## src/rtl/icepic_lib_pkg.sv

```systemverilog
// icepic_lib_pkg: shared types and constants for the iCEPIC baseline core.
package icepic_lib_pkg;
    typedef enum logic [1:0] {PC_INC, PC_JUMP, PC_RETURN} pc_update_sel_t;
    typedef enum logic {ST_FETCH, ST_EXEC} seq_state_t;
    typedef logic [11:0] inst_t;
    localparam inst_t INST_NOP = 12'h000;
endpackage

```

## src/rtl/icepic_stack.sv

```systemverilog
// icepic_stack: hardware return stack as a push/pop shift register.
// Overflow drops the oldest entry; underflow repeats the bottom entry.
module icepic_stack #(
    parameter int ADDR_WIDTH  = 9,
    parameter int STACK_DEPTH = 2
) (
    input  logic                  clk,
    input  logic                  rst_n,
    input  logic                  push,
    input  logic                  pop,
    input  logic [ADDR_WIDTH-1:0] din,
    output logic [ADDR_WIDTH-1:0] top
);
    logic [ADDR_WIDTH-1:0] mem [STACK_DEPTH];

    always_ff @(posedge clk or negedge rst_n) begin
        if (!rst_n) begin
            for (int i = 0; i < STACK_DEPTH; i++) mem[i] <= '0;
        end else if (push) begin
            for (int i = STACK_DEPTH - 1; i > 0; i--) mem[i] <= mem[i-1];
            mem[0] <= din;
        end else if (pop) begin
            for (int i = 0; i < STACK_DEPTH - 1; i++) mem[i] <= mem[i+1];
        end
    end

    assign top = mem[0];
endmodule

```

## src/rtl/icepic_seq.sv

```systemverilog
// icepic_seq: fetch/execute sequencer owning the PC and return stack.
// Every redirect costs one bubble cycle in ST_FETCH.
module icepic_seq
    import icepic_lib_pkg::*;
#(
    parameter int                    ADDR_WIDTH   = 9,
    parameter logic [ADDR_WIDTH-1:0] RESET_VECTOR = {ADDR_WIDTH{1'b1}},
    parameter int                    STACK_DEPTH  = 2
) (
    input  logic                  clk,
    input  logic                  rst_n,
    input  logic                  hold_in,
    output logic [ADDR_WIDTH-1:0] prog_addr_out,
    input  logic [11:0]           prog_data_in,
    output inst_t                 inst_out,
    output logic                  inst_valid_out,
    input  logic [1:0]            page_in,
    input  pc_update_sel_t        pc_update_sel_in,
    input  logic [10:0]           jump_addr_in,
    input  logic                  stack_push_in,
    input  logic                  stack_pop_in,
    input  logic                  skip_in,
    input  logic                  pcl_write_in,
    input  logic [7:0]            pcl_data_in,
    input  logic                  f_write_en_in,
    input  logic                  w_write_en_in,
    output logic                  f_write_en_out,
    output logic                  w_write_en_out
);
    seq_state_t            state;
    logic [ADDR_WIDTH-1:0] pc, pc_next, stack_top;
    logic [10:0]           pcl_full;
    logic                  exec, do_ret, do_jump, do_pcl, do_skip, redirect, push, pop;
    logic                  unused;

    assign exec     = state == ST_EXEC;
    assign do_ret   = exec && pc_update_sel_in == PC_RETURN;
    assign do_jump  = exec && pc_update_sel_in == PC_JUMP;
    assign do_pcl   = exec && pcl_write_in;
    assign do_skip  = exec && skip_in;
    assign redirect = do_ret || do_jump || do_pcl || do_skip;
    assign pcl_full = {page_in, 1'b0, pcl_data_in};
    assign push     = !hold_in && do_jump && stack_push_in;
    assign pop      = !hold_in && do_ret;
    // stack_pop_in is redundant with PC_RETURN; upper address bits are truncated away
    assign unused   = ^{jump_addr_in, pcl_full, stack_pop_in};

    always_comb begin
        pc_next = do_ret  ? stack_top :
                  do_jump ? jump_addr_in[ADDR_WIDTH-1:0] :
                  do_pcl  ? pcl_full[ADDR_WIDTH-1:0] :
                            pc + 1'b1;
    end

    always_ff @(posedge clk or negedge rst_n) begin
        if (!rst_n) begin
            pc    <= RESET_VECTOR;
            state <= ST_FETCH;
        end else if (!hold_in) begin
            pc    <= pc_next;
            state <= redirect ? ST_FETCH : ST_EXEC;
        end
    end

    icepic_stack #(.ADDR_WIDTH(ADDR_WIDTH), .STACK_DEPTH(STACK_DEPTH)) u_stack (
        .clk  (clk),
        .rst_n(rst_n),
        .push (push),
        .pop  (pop),
        .din  (pc),
        .top  (stack_top)
    );

    assign prog_addr_out  = pc;
    assign inst_valid_out = exec;
    assign inst_out       = exec ? prog_data_in : INST_NOP;
    assign f_write_en_out = f_write_en_in && exec && !hold_in;
    assign w_write_en_out = w_write_en_in && exec && !hold_in;
endmodule
```

## config.mk

```make
export PLATFORM = sky130hd
export DESIGN_NAME = icepic_seq
export DESIGN_NICKNAME = d
export VERILOG_FILES = /design/src/rtl/icepic_lib_pkg.sv /design/src/rtl/icepic_stack.sv /design/src/rtl/icepic_seq.sv
export SDC_FILE = /design/constraint.sdc
export NUM_CORES = 1
export LEC_CHECK = 0
export ABC_AREA = 1
export CELL_PAD_IN_SITES_DETAIL_PLACEMENT = 0
export CELL_PAD_IN_SITES_GLOBAL_PLACEMENT = 2
export CORE_MARGIN = 3
export CORE_UTILIZATION = 23
export DETAILED_ROUTE_END_ITERATION = 12
export PLACE_DENSITY_LB_ADDON = 0.1
export SKIP_CTS_REPAIR_TIMING = 1
export SYNTH_ARGS = -nofsm -noshare
export SYNTH_HDL_FRONTEND = slang
export SYNTH_SLANG_ARGS = --single-unit
export TNS_END_PERCENT = 100
```

## constraint.sdc

```tcl
create_clock -name clk -period 1.8 [get_ports clk]
set_input_delay 0.27 -clock clk [delete_from_list [all_inputs] [get_ports clk]]
set_output_delay 0.27 -clock clk [all_outputs]
set_load 0.05 [all_outputs]
```

After elaboration in Yosys (flattened, before gate mapping)
Cells that the tools add are included.
{ "word_totals": {"reg_bits": 28, "latchBits": 0, "mem_bits_rw": 0, "romBits": 0, "inputBits": 44, "out_inout_bits": 24, "word_cells": 30, "mem_count": 0} }
{ "classes": {"add_sub_neg": 1, "mul": 0, "div_mod_pow": 0, "order_cmp": 0, "n_eq_ne": 2, "shift": 0, "mux": 7, "bitwise": 0, "reduce_logical": 16} }
{ "op_table": {"columns": ["operator", "count"], "rows": [
  ["9-bit 2-to-1 mux", 5],
  ["12-bit 2-to-1 mux", 1],
  ["1-bit logical AND", 11],
  ["9-bit by 1-bit adder with 9-bit output, second input constant", 1],
  ["1-bit logical OR", 3],
  ["2-bit by 1-bit == test with 1-bit output, second input constant", 1],
  ["2-bit == test, second input constant", 1],
  ["2-bit nonzero test", 1],
  ["1-bit logical NOT", 1],
  ["1-bit 2-to-1 mux", 1]
]} }

Logic depth before layout (Yosys ltp)
Gate-level depths: netlist of the first run.
{ "depth": {"depth_word": 6, "depth_mapped": 10, "ltp_nobuf": 9} }

Modules after synthesis
A second synthesis of the first run with hierarchy kept.
{ "hier_totals": {"hier_cells": 287, "hier_area_um2": 1929.4} }
{ "by_module_without_submodules": {"columns": ["module", "instances", "cells_per_inst", "area_each_um2"], "rows": [
  ["icepic_seq", 1, 191, 1068.5],
  ["icepic_stack", 1, 96, 860.8]
]} }

Least setup slack after synthesis of the first run
Ideal clock, no wire load.
{ "synth_path": {"path_type": "flip-flop to output port", "from": "register state (netlist: inst_valid_out)", "to": "output f_write_en_out", "arrival_time_ns": 1.528, "required_time_ns": 1.530, "setup_slack_ns": 0.002, "stages_incl_launch_ff": 4, "path_buffers": 1, "path_cell_list": "dfrtp_1 buf_6 nand2_1 nor2_1"} }
{ "synth_via": {"elab_chain_cells": 2} }
{ "synth_lines": {"columns": ["element", "line", "source"], "rows": [
  ["start: declaration", "icepic_seq.sv:30", "seq_state_t state;"],
  ["start signal: assignment", "icepic_seq.sv:61", "state <= redirect ? ST_FETCH : ST_EXEC;"],
  ["1-bit logical AND (2 in a row)", "icepic_seq.sv:77", "assign f_write_en_out = f_write_en_in && exec && !hold_in;"],
  ["end: declaration", "icepic_seq.sv:27", "output logic f_write_en_out,"]
]} }
Every way passes these cells.

Final worst setup path of the first run
Same ends and word-level chain as after synthesis.

==> results of run 1 <==
==> cell usage in the layout, fill, tap and decap left out, drive strengths merged, types with 2 or more instances in the layout <==
cell type,netlist,final
a21oi,8,8
buf,7,38
clkbuf,2,3
clkdlybuf4s50,0,38
dfrtp,19,19
dfstp,9,9
inv,42,42
nand2,99,99
nand3,17,17
nor2,24,24
o211ai,3,3
o21ai,28,28
o21bai,2,2
==> kinds of logic (layout without fill, tap and decap cells) <==
| logic type | count (synthesis) | after routing | share of synthesized area |
|---|---|---|---|
| buf+inv | 51 | 122 | 0.128 |
| xor+xnor | 1 | 1 | 0.00478 |
| flops | 28 | 28 | 0.389 |
| simple gates | 141 | 141 | 0.335 |
| fa+ha+maj | 1 | 1 | 0.00683 |
| compound gates | 42 | 42 | 0.137 |
==> area by class of cell <==
| type | instances | area [um2] | share of cell area |
|---|---|---|---|
| timing repair buffer | 76 | 878 | 0.310 |
| clock buffer | 3 | 41.3 | 0.0146 |
| tap | 99 | 124 | 0.0437 |
| inverter | 42 | 163 | 0.0574 |
| sequential | 28 | 713 | 0.252 |
| clock inverter | 1 | 30.0 | 0.0106 |
| multi-input combinational | 185 | 885 | 0.312 |
==> state kept, by name, indices dropped and copies added, names as in the netlist <==
register,count
inst_valid_out,1
prog_addr_out,9
u_stack.mem,9
u_stack.top,9
==> worst min-delay path by stage <==
| stage | slack [ps] | from | cells after the start | end |
|---|---|---|---|---|
| 4_1_cts | 390 | rst_n | 2 | u_stack.mem[0] |
| 6_report | 370 | rst_n | 2 | u_stack.mem[0] |
| 5_1_grt | 400 | rst_n | 2 | u_stack.mem[0] |
| 3_5_place_dp | 470 | prog_addr_out[8] | 2 | prog_addr_out[8] |
| 3_3_place_gp | 470 | u_stack.mem[7] | 2 | u_stack.mem[7] |
| 2_1_floorplan | -30 | rst_n | 0 | inst_valid_out |
==> metrics by stage <==
| step | total power, uW | setup WS [ps] | cell area, um2 |
|---|---|---|---|
| 2_1_floorplan | 2140 | 2.10 | 1830 |
| 3_3_place_gp | 2860 | 15.4 | 2760 |
| 3_5_place_dp | 2870 | -8.25 | 2760 |
| 4_1_cts | 3390 | -21.9 | 2830 |
| 5_1_grt | 3600 | 8.14 | 2830 |
| 6_report | 3340 | 122 | 2830 |
==> power breakdown <==
| group | internal (uW) | switching (uW) |
|---|---|---|
| sequential | 920 | 174 |
| clock | 298 | 208 |
| combinational | 698 | 1040 |
==> metal layers <==
| metal | GRT usage | vias up | part of all wire | wire [um] |
|---|---|---|---|---|
| met5 | 0 | - | 0 | 0 |
| met4 | 0.0216 | 0 | 0.0057 | 32 |
| met3 | 0.0189 | 2 | 0.038 | 213 |
| met2 | 0.203 | 31 | 0.44 | 2480 |
| met1 | 0.191 | 779 | 0.51 | 2880 |
| li1 | - | 955 | - | - |
==> summary.md, run 1 <==
| Metric | Value |
|---|---|
| Total Negative Setup Slacks | 0 ps |
| Utilization after layout | 0.379 |
| Area of the die | 9070 um2 |
| Average footprint of a synthesized cell | 6.94 um2 |
| Total congestion overflow after global routing | 0 |
| Power per cell area | 1180 nW/um2 |
| Top cell types by occurrence after synthesis | nand2_1, inv_1, nor2_1, dfrtp_1, nand3_1 |
| Number of distinct standard cells referenced by the synthesized netlist | 27 |
| Post-synthesis sequential area ratio | 0.389 |
| Effective utilization at floorplan | 0.245 |
| Port Buffer Count | 62 |
| Critical path type | flop to output port |
| Cell taking the most area after synthesis | dfrtp_1 |
| Final std cells w/o fill | 434 |
| DPL Wire Length | 4630 um |
| Filler Cells Inserted | 792 |
| Horizontal die dimension | 95.2 um |
| Post-CTS clock slew at the launch and capture registers of the worst setup and hold paths | 100 ps |
| Final hold violations | 0 |
| Tightest Hold Check Type | primary input to asynchronous set/reset pin |
| Max Transition Viols Final | 0 |
| Clock latency at the later pin of the worst-skew pair | 270 ps |
| Clock tree from TritonCTS | done |
| Reg2Reg Launch Point | prog_addr_out[1] |
| Critical Path Max Stage Delay | 480 ps |
| Crit path DAT | 1410 ps |
| Worst Tran Pin Value | 368 ps |
| Pleak | 0.00143 uW |
| Number of antenna violations at the first check in global routing | 0 |
| Standard-cell rows | 31 |
| Slowest stage cell, crit path | dfrtp_2 |
| Placed cell count | 430 |
| Cell count after synthesis | 264 |
| Async set-reset flop share out of synthesis | 1.00 |
| Fmax | 596 MHz |
| Placer's final routability congestion estimate | 0.731 |
| Total wire length after detailed routing | 5610 um |
| Number of antenna diodes | 0 |
| Leading post-synthesis cells by cell area | dfrtp_1, nand2_1, dfstp_2 |
| Flop2flop setup slack | 200 ps |
| Number of global-route vias before repair | 1776 |
| CTS Buf Count | 3 |
| Per-cell routed wire length | 12.9 um |
| Buffer type at the clock tree root | clkbuf_8 |
| Final period demand of the worst path | 1680 ps |
| Maximum number of pins on one net before global-route repair | 29 |
| Post-synth EDFFs | 0 |
| Share of final-layout standard cells stronger than drive strength 1 | 0.209 |
| Biggest fanout along the worst timing path | 13 |
| DR DRC count | 0 |
| Final clock skew | 5.24 ps |
| Depth of the most critical reg-to-reg path | 9 |
| Part of the cycle the worst path needs | 0.932 |
| Max transition margin | 0.755 |
| Post-DR vias/cell | 4.07 |
| Vias | 1767 |
| Starting DRT DRC Count | 62 |
| Number of storage elements in the synthesis netlist | 28 |
| Number of primary I/O pins | 68 |
| Critical-path cell list | buf_4 -> nand2_1 -> nor2_1 -> buf_12 |
| Warnings from Yosys | 0 |
| Endpoint of the most critical register-to-register path | prog_addr_out[6] |
| Setup Viol. Count Final | 0 |
| Setup repair after global routing missed its margin | false |
| Number of nets with antenna violations after routing | 0 |
| Mapped Nets | 309 |
| Dominant delay contributor by cell family on the critical path | flip-flops |
| Sort of element at the start of the critical path | flop |
| First-pass DRT Iterations | 4 |
| Level count of the clock H-tree | 1 |
| Area overhead of the layout relative to synthesis | 54.7% |
| Cell count along the critical path | 4 |
| Post-Synthesis Cell Area | 1830 um2 |
| Worst setup path startpoint | inst_valid_out |
| DIE HEIGHT | 95.2 um |
| Sort of element at the end of the critical path | output port |
| Area of the placeable core | 7490 um2 |
| End of the critical path | f_write_en_out |
| Required time of the critical path | 1530 ps |
| GRT Overall Usage | 0.130 |
| Worst-case hold slack | 374 ps |
| Clk sink count | 28 |
| Result of the run | completed |
| Clock tree buffer depth | 2 |
| Layout net count | 381 |
| Share of Yosys cell area claimed by the top area cell type | 0.260 |
| Largest voltage drop on the vdd net | 346 uV |
| Dominant register cell in the synthesized netlist | dfrtp_1 |
| Leading cell type by number of instances after synthesis | nand2_1 |
| First-pass GRT wire length | 9120 um |
| Crit path buffers/inverters | 2 |
| Maximum capacitance violations | 0 |
Power figures use the tool's default switching activity.
==> run 2: changes to the inputs <==
==> constraint.sdc (replaced) <==
create_clock -name clk -period 1.8 [get_ports clk]
set_input_delay 0.36 -clock clk [delete_from_list [all_inputs] [get_ports clk]]
set_output_delay 0.36 -clock clk [all_outputs]
set_load 0.05 [all_outputs]
==> summary.md, run 2 (synthesized netlist as in run 1, its figures left out) <==
| Metric | Value |
|---|---|
| Result of the run | completed (unchanged) |
| CTS Buf Count | 3 (unchanged) |
| Biggest fanout along the worst timing path | 3 (was 13) |
| Setup Viol. Count Final | 0 (unchanged) |
| Level count of the clock H-tree | 1 (unchanged) |
| Effective utilization at floorplan | 0.245 (unchanged) |
| Standard-cell rows | 31 (unchanged) |
| Max Transition Viols Final | 0 (unchanged) |
| Layout net count | 387 (was 381) |
| First-pass GRT wire length | 9430 um (was 9120 um) |
| Commonest non-fill, non-tap cell in the layout | nand2_1 (unchanged) |
| Total wire length after detailed routing | 5530 um (was 5610 um) |
| Final hold violations | 0 (unchanged) |
| Number of nets with antenna violations after routing | 0 (unchanged) |
| Vias | 1823 (was 1767) |
| Area of the die | 9070 um2 (unchanged) |
| Post-CTS clock slew at the launch and capture registers of the worst setup and hold paths | 100 ps (about the same) |
| DIE HEIGHT | 95.2 um (unchanged) |
| Placer's final routability congestion estimate | 0.771 (was 0.731) |
| Share of final-layout standard cells stronger than drive strength 1 | 0.226 (was 0.209) |
| Clock latency at the later pin of the worst-skew pair | 280 ps (was 270 ps) |
| Final clock skew | 5.33 ps (was 5.24 ps) |
| Most used cells in the layout excluding fill and tap cells | nand2_1, inv_1, clkdlybuf4s50_1, buf_12, nor2_1 (was nand2_1, inv_1, clkdlybuf4s50_1, nor2_1, buf_4) |
| Critical path type | primary input to output port (was flop to output port) |
| Share of power burned in registers | 0.328 (about the same) |
| Largest voltage drop on the vdd net | 305 uV (was 346 uV) |
| Setup repair after global routing missed its margin | false (unchanged) |
| Power per cell area | 1140 nW/um2 (was 1180 nW/um2) |
| Area overhead of the layout relative to synthesis | 61.5% (was 54.7%) |
| Number of antenna violations at the first check in global routing | 0 (unchanged) |
| Buffer type at the clock tree root | clkbuf_8 (unchanged) |
| Number of primary I/O pins | 68 (unchanged) |
| Post-DR vias/cell | 4.14 (was 4.07) |
| Clock group share of total power | 0.108 (was 0.152) |
| Maximum capacitance violations | 0 (unchanged) |
| Maximum number of pins on one net before global-route repair | 29 (unchanged) |
| DPL Wire Length | 4630 um (about the same) |
| Pleak | 0.00148 uW (was 0.00143 uW) |
| Number of global-route vias before repair | 1871 (was 1776) |
| Sort of element at the start of the critical path | primary input (was flop) |
| Final non-filler cell area | 2960 um2 (was 2830 um2) |
| DR DRC count | 0 (unchanged) |
| First-pass DRT Iterations | 4 (unchanged) |
| Pint | 1920 uW (about the same) |
| Sort of element at the end of the critical path | output port (unchanged) |
| GRT Overall Usage | 0.133 (was 0.130) |
| Clock tree from TritonCTS | done (unchanged) |
| Final total power | 3360 uW (was 3340 uW) |
| Logic gate share of total power | 0.565 (was 0.521) |
| Area of the placeable core | 7490 um2 (unchanged) |
| Tightest Hold Check Type | primary input to asynchronous set/reset pin (unchanged) |
| Horizontal die dimension | 95.2 um (unchanged) |
| Reg2Reg Launch Point | prog_addr_out[1] (unchanged) |
| Max transition margin | 0.744 (was 0.755) |
| Total congestion overflow after global routing | 0 (unchanged) |
| Number of antenna diodes | 0 (unchanged) |
| Required time of the critical path | 1440 ps (was 1530 ps) |
| Switching power share of the total | 0.429 (was 0.426) |
| Final period demand of the worst path | 1750 ps (was 1680 ps) |
| Total net switching power | 1440 uW (was 1420 uW) |
| Depth of the most critical reg-to-reg path | 9 (unchanged) |
| Filler Cells Inserted | 800 (was 792) |
| Placed cell areas | 2900 um2 (was 2760 um2) |
| Endpoint of the most critical register-to-register path | prog_addr_out[6] (unchanged) |
| Port Buffer Count | 62 (unchanged) |
| Crit path DAT | 1390 ps (was 1410 ps) |
| Worst Tran Pin Value | 384 ps (was 368 ps) |
| Utilization after layout | 0.395 (was 0.379) |
| Fmax | 570 MHz (was 596 MHz) |
| Starting DRT DRC Count | 56 (was 62) |
| Flop2flop setup slack | 190 ps (was 200 ps) |
| Per-cell routed wire length | 12.6 um (was 12.9 um) |
| Clock tree buffer depth | 2 (unchanged) |
| Clk sink count | 28 (unchanged) |
| Part of the cycle the worst path needs | 0.974 (was 0.932) |
[run 2: cell types whose count changed in the layout (fill, tap and decap cells not counted), sizes merged]
| cell | previous run | this run |
|---|---|---|
| buf | 38 | 44 |
| bufinv | 1 | 0 |
| clkbuf | 3 | 4 |
[run 2: critical path: stages]
cell and delay, ps:
clkdlybuf4s50_1 510, buf_4 210, nor2_2 150, buf_12 150
[run 2: worst max path at each step]
stage	start	end	slack (ps)
6_report	hold_in	f_write_en_out	50
5_1_grt	hold_in	w_write_en_out	10
4_1_cts	hold_in	f_write_en_out	30
3_5_place_dp	pc_update_sel_in[1]	u_stack.top[3]	-80
3_3_place_gp	pc_update_sel_in[0]	u_stack.top[4]	-50
2_1_floorplan	inst_valid_out	inst_out[10]	100
[run 2: final cells by class]
type	count	area (um2)	area share
clock buffers	4	45.0	0.0152
inverters	42	163	0.0550
multi-input cells	185	890	0.301
flip-flops and latches	28	713	0.241
well taps	99	124	0.0419
repair buffers	82	1020	0.346
[run 2: layer usage]
| layer | global-route usage | up-vias | share of wire |
|---|---|---|---|
| li1 | - | 966 | - |
| met1 | 0.191 | 798 | 0.50 |
| met2 | 0.201 | 56 | 0.43 |
| met3 | 0.0347 | 3 | 0.069 |
| met4 | 0.0288 | 0 | 0.0045 |
| met5 | 0 | - | 0 |
[run 2: stage by stage]
step           setup WS, ps  instances  TNS [ps]  hold WS, ps
2_1_floorplan          95.2        264         0         64.4
3_3_place_gp          -53.2        434      -435          468
3_5_place_dp          -80.6        434      -642          477
4_1_cts                32.5        438         0          469
5_1_grt                12.7        440         0          498
6_report               46.9        440         0          453
[run 2: power groups by stage]
stage               logic (uW)  registers [uW]  clock network [uW]
finish                    1900            1100                 363
global route              2090            1140                 405
CTS                       1900            1120                 388
detailed placement        1900            1130                   0
global placement          1890            1130                   0
floorplan                  831            1310                   0
==> run 3: changes to the inputs <==
--- a/config.mk
+++ b/config.mk
@@ -8,6 +8,7 @@
 export ABC_AREA = 1
 export CELL_PAD_IN_SITES_DETAIL_PLACEMENT = 0
 export CELL_PAD_IN_SITES_GLOBAL_PLACEMENT = 2
+export CORE_ASPECT_RATIO = 0.8
 export CORE_MARGIN = 3
 export CORE_UTILIZATION = 23
 export DETAILED_ROUTE_END_ITERATION = 12
==> summary.md, run 3 (synthesized netlist as in run 1, its figures left out) <==
| Metric | Value |
|---|---|
| Filler Cells Inserted | 819 (was 800) |
| Critical Path Max Stage Delay | 490 ps (was 510 ps) |
| Sort of element at the start of the critical path | primary input (unchanged) |
| Total congestion overflow after global routing | 0 (unchanged) |
| Endpoint of the most critical register-to-register path | prog_addr_out[6] (unchanged) |
| Clk sink count | 28 (unchanged) |
| Horizontal die dimension | 106 um (was 95.2 um) |
| Utilization after layout | 0.403 (was 0.395) |
| Number of global-route vias before repair | 1839 (was 1871) |
| Cell count along the critical path | 4 (unchanged) |
| Commonest non-fill, non-tap cell in the layout | nand2_1 (unchanged) |
| Largest voltage drop on the vdd net | 391 uV (was 305 uV) |
| Total net switching power | 1450 uW (was 1440 uW) |
| First-pass DRT Iterations | 5 (was 4) |
| Per-cell routed wire length | 12.9 um (was 12.6 um) |
| First-pass GRT wire length | 9580 um (was 9430 um) |
| Worst-case hold slack | 453 ps (about the same) |
| DPL Wire Length | 4730 um (was 4630 um) |
| Clock tree buffer depth | 2 (unchanged) |
| Maximum number of pins on one net before global-route repair | 29 (unchanged) |
| Setup Viol. Count Final | 0 (unchanged) |
| Max transition margin | 0.732 (was 0.744) |
| Final hold violations | 0 (unchanged) |
| Port Buffer Count | 62 (unchanged) |
| Required time of the critical path | 1440 ps (about the same) |
| Clock latency at the later pin of the worst-skew pair | 280 ps (about the same) |
| Flop2flop setup slack | 230 ps (was 190 ps) |
| DIE HEIGHT | 85.8 um (was 95.2 um) |
| Level count of the clock H-tree | 1 (unchanged) |
| Most used cells in the layout excluding fill and tap cells | nand2_1, inv_1, clkdlybuf4s50_1, buf_12, buf_4 (was nand2_1, inv_1, clkdlybuf4s50_1, buf_12, nor2_1) |
| Area of the placeable core | 7570 um2 (was 7490 um2) |
| DR DRC count | 0 (unchanged) |
| Depth of the most critical reg-to-reg path | 9 (unchanged) |
| Number of primary I/O pins | 68 (unchanged) |
| GRT Overall Usage | 0.135 (was 0.133) |
| Slowest stage cell, crit path | clkdlybuf4s50_1 (unchanged) |
| CTS Buf Count | 3 (unchanged) |
| Dominant delay contributor by cell family on the critical path | buffers and inverters (unchanged) |
| Post-DR vias/cell | 4.10 (was 4.14) |
| Worst setup path startpoint | hold_in (unchanged) |
| Crit path DAT | 1340 ps (was 1390 ps) |
| Standard-cell rows | 28 (was 31) |
| Power per cell area | 1150 nW/um2 (was 1140 nW/um2) |
| Total wire length after detailed routing | 5840 um (was 5530 um) |
| Buffer type at the clock tree root | clkbuf_8 (unchanged) |
| Final clock skew | 14.8 ps (was 5.33 ps) |
| Pleak | 0.00152 uW (was 0.00148 uW) |
| Logic gate share of total power | 0.542 (was 0.565) |
| Clock group share of total power | 0.144 (was 0.108) |
| Area of the die | 9080 um2 (was 9070 um2) |
| Starting DRT DRC Count | 55 (was 56) |
| Critical path type | primary input to output port (unchanged) |
| Biggest fanout along the worst timing path | 5 (was 3) |
| End of the critical path | w_write_en_out (was f_write_en_out) |
| Reg2Reg Launch Point | prog_addr_out[0] (was prog_addr_out[1]) |
| Tightest Hold Check Type | primary input to asynchronous set/reset pin (unchanged) |
| Final period demand of the worst path | 1700 ps (was 1750 ps) |
| Sort of element at the end of the critical path | output port (unchanged) |
| Layout net count | 393 (was 387) |
| Placer's final routability congestion estimate | 0.757 (was 0.771) |
| Result of the run | completed (unchanged) |
| Part of the cycle the worst path needs | 0.947 (was 0.974) |
| Critical-path cell list | clkdlybuf4s50_1 -> buf_4 -> nor2_2 -> buf_12 (unchanged) |
| Switching power share of the total | 0.413 (was 0.429) |
| Number of antenna diodes | 0 (unchanged) |
| Max Transition Viols Final | 0 (unchanged) |
| Final total power | 3520 uW (was 3360 uW) |
| Pint | 2070 uW (was 1920 uW) |
| Crit path buffers/inverters | 3 (unchanged) |
| Share of final-layout standard cells stronger than drive strength 1 | 0.242 (was 0.226) |
| Area overhead of the layout relative to synthesis | 66.5% (was 61.5%) |
| Number of antenna violations at the first check in global routing | 0 (unchanged) |
| Vias | 1851 (was 1823) |
| Effective utilization at floorplan | 0.242 (was 0.245) |
| Number of nets with antenna violations after routing | 0 (unchanged) |
| Post-CTS clock slew at the launch and capture registers of the worst setup and hold paths | 110 ps (was 100 ps) |
| Clock tree from TritonCTS | done (unchanged) |
| Setup repair after global routing missed its margin | false (unchanged) |
| Worst Tran Pin Value | 402 ps (was 384 ps) |
| Share of power burned in registers | 0.315 (was 0.328) |
| Fmax | 587 MHz (was 570 MHz) |
| Maximum capacitance violations | 0 (unchanged) |
-- run 3: changes by cell type in the layout (fill, tap and decap cells not counted) --
| cell | previous run | this run |
|---|---|---|
| buf_4 | 19 | 24 |
| buf_12 | 25 | 26 |
| clkbuf_1 | 1 | 0 |
| bufinv_16 | 0 | 1 |
-- run 3: worst reg2reg max path: stages, from the launching register on --
cell	delay, ps
dfstp_2	550
ha_1	220
nand2_1	70
nor2_1	250
nand3_1	110
nand3_1	110
nand2_1	50
nand2_1	50
nand2_1	40
nand2_1	50
-- run 3: metrics by stage --
step | instance area [um2] | setup WS, ps | TNS, ps | cells
6_report | 3050 | 96.2 | 0 | 452
5_1_grt | 3050 | 0.0685 | 0 | 452
4_1_cts | 3040 | 60.6 | 0 | 451
3_5_place_dp | 2970 | -40.3 | -177 | 447
3_3_place_gp | 2970 | -22.7 | -142 | 447
2_1_floorplan | 1840 | 95.2 | 0 | 264
-- run 3: worst min path at each step --
stage	endpoint	startpoint	slack, ps	cells past startpoint
floorplan	inst_valid_out	rst_n	60	0
global placement	u_stack.mem[4]	u_stack.mem[4]	470	2
detailed placement	u_stack.mem[4]	u_stack.mem[4]	480	2
CTS	inst_valid_out	rst_n	480	2
global route	inst_valid_out	rst_n	480	2
finish	inst_valid_out	rst_n	450	2
-- run 3: cell type report --
class	count	area, um2	area share
repair buffers	88	1080	0.355
multi-input cells	185	890	0.292
flip-flops and latches	28	713	0.234
inverters	42	163	0.0533
well taps	105	131	0.0431
clock buffers	3	41.3	0.0135
clock inverters	1	30.0	0.00985
-- run 3: power groups by stage --
stage	sequential [uW]	combinational (uW)	clock (uW)
after global placement	1120	1910	0
final	1110	1910	506
after detailed placement	1120	1920	0
after floorplan	1310	831	0
after global routing	1150	2080	563
after CTS	1110	1930	526
-- run 3: routing by layer --
layer  global-route usage  up-vias  part of all wire
li1                     -      982                 -
met1                0.178      823              0.47
met2                0.226       42              0.46
met3               0.0354        4             0.059
met4               0.0224        0            0.0082
met5                    0        -                 0
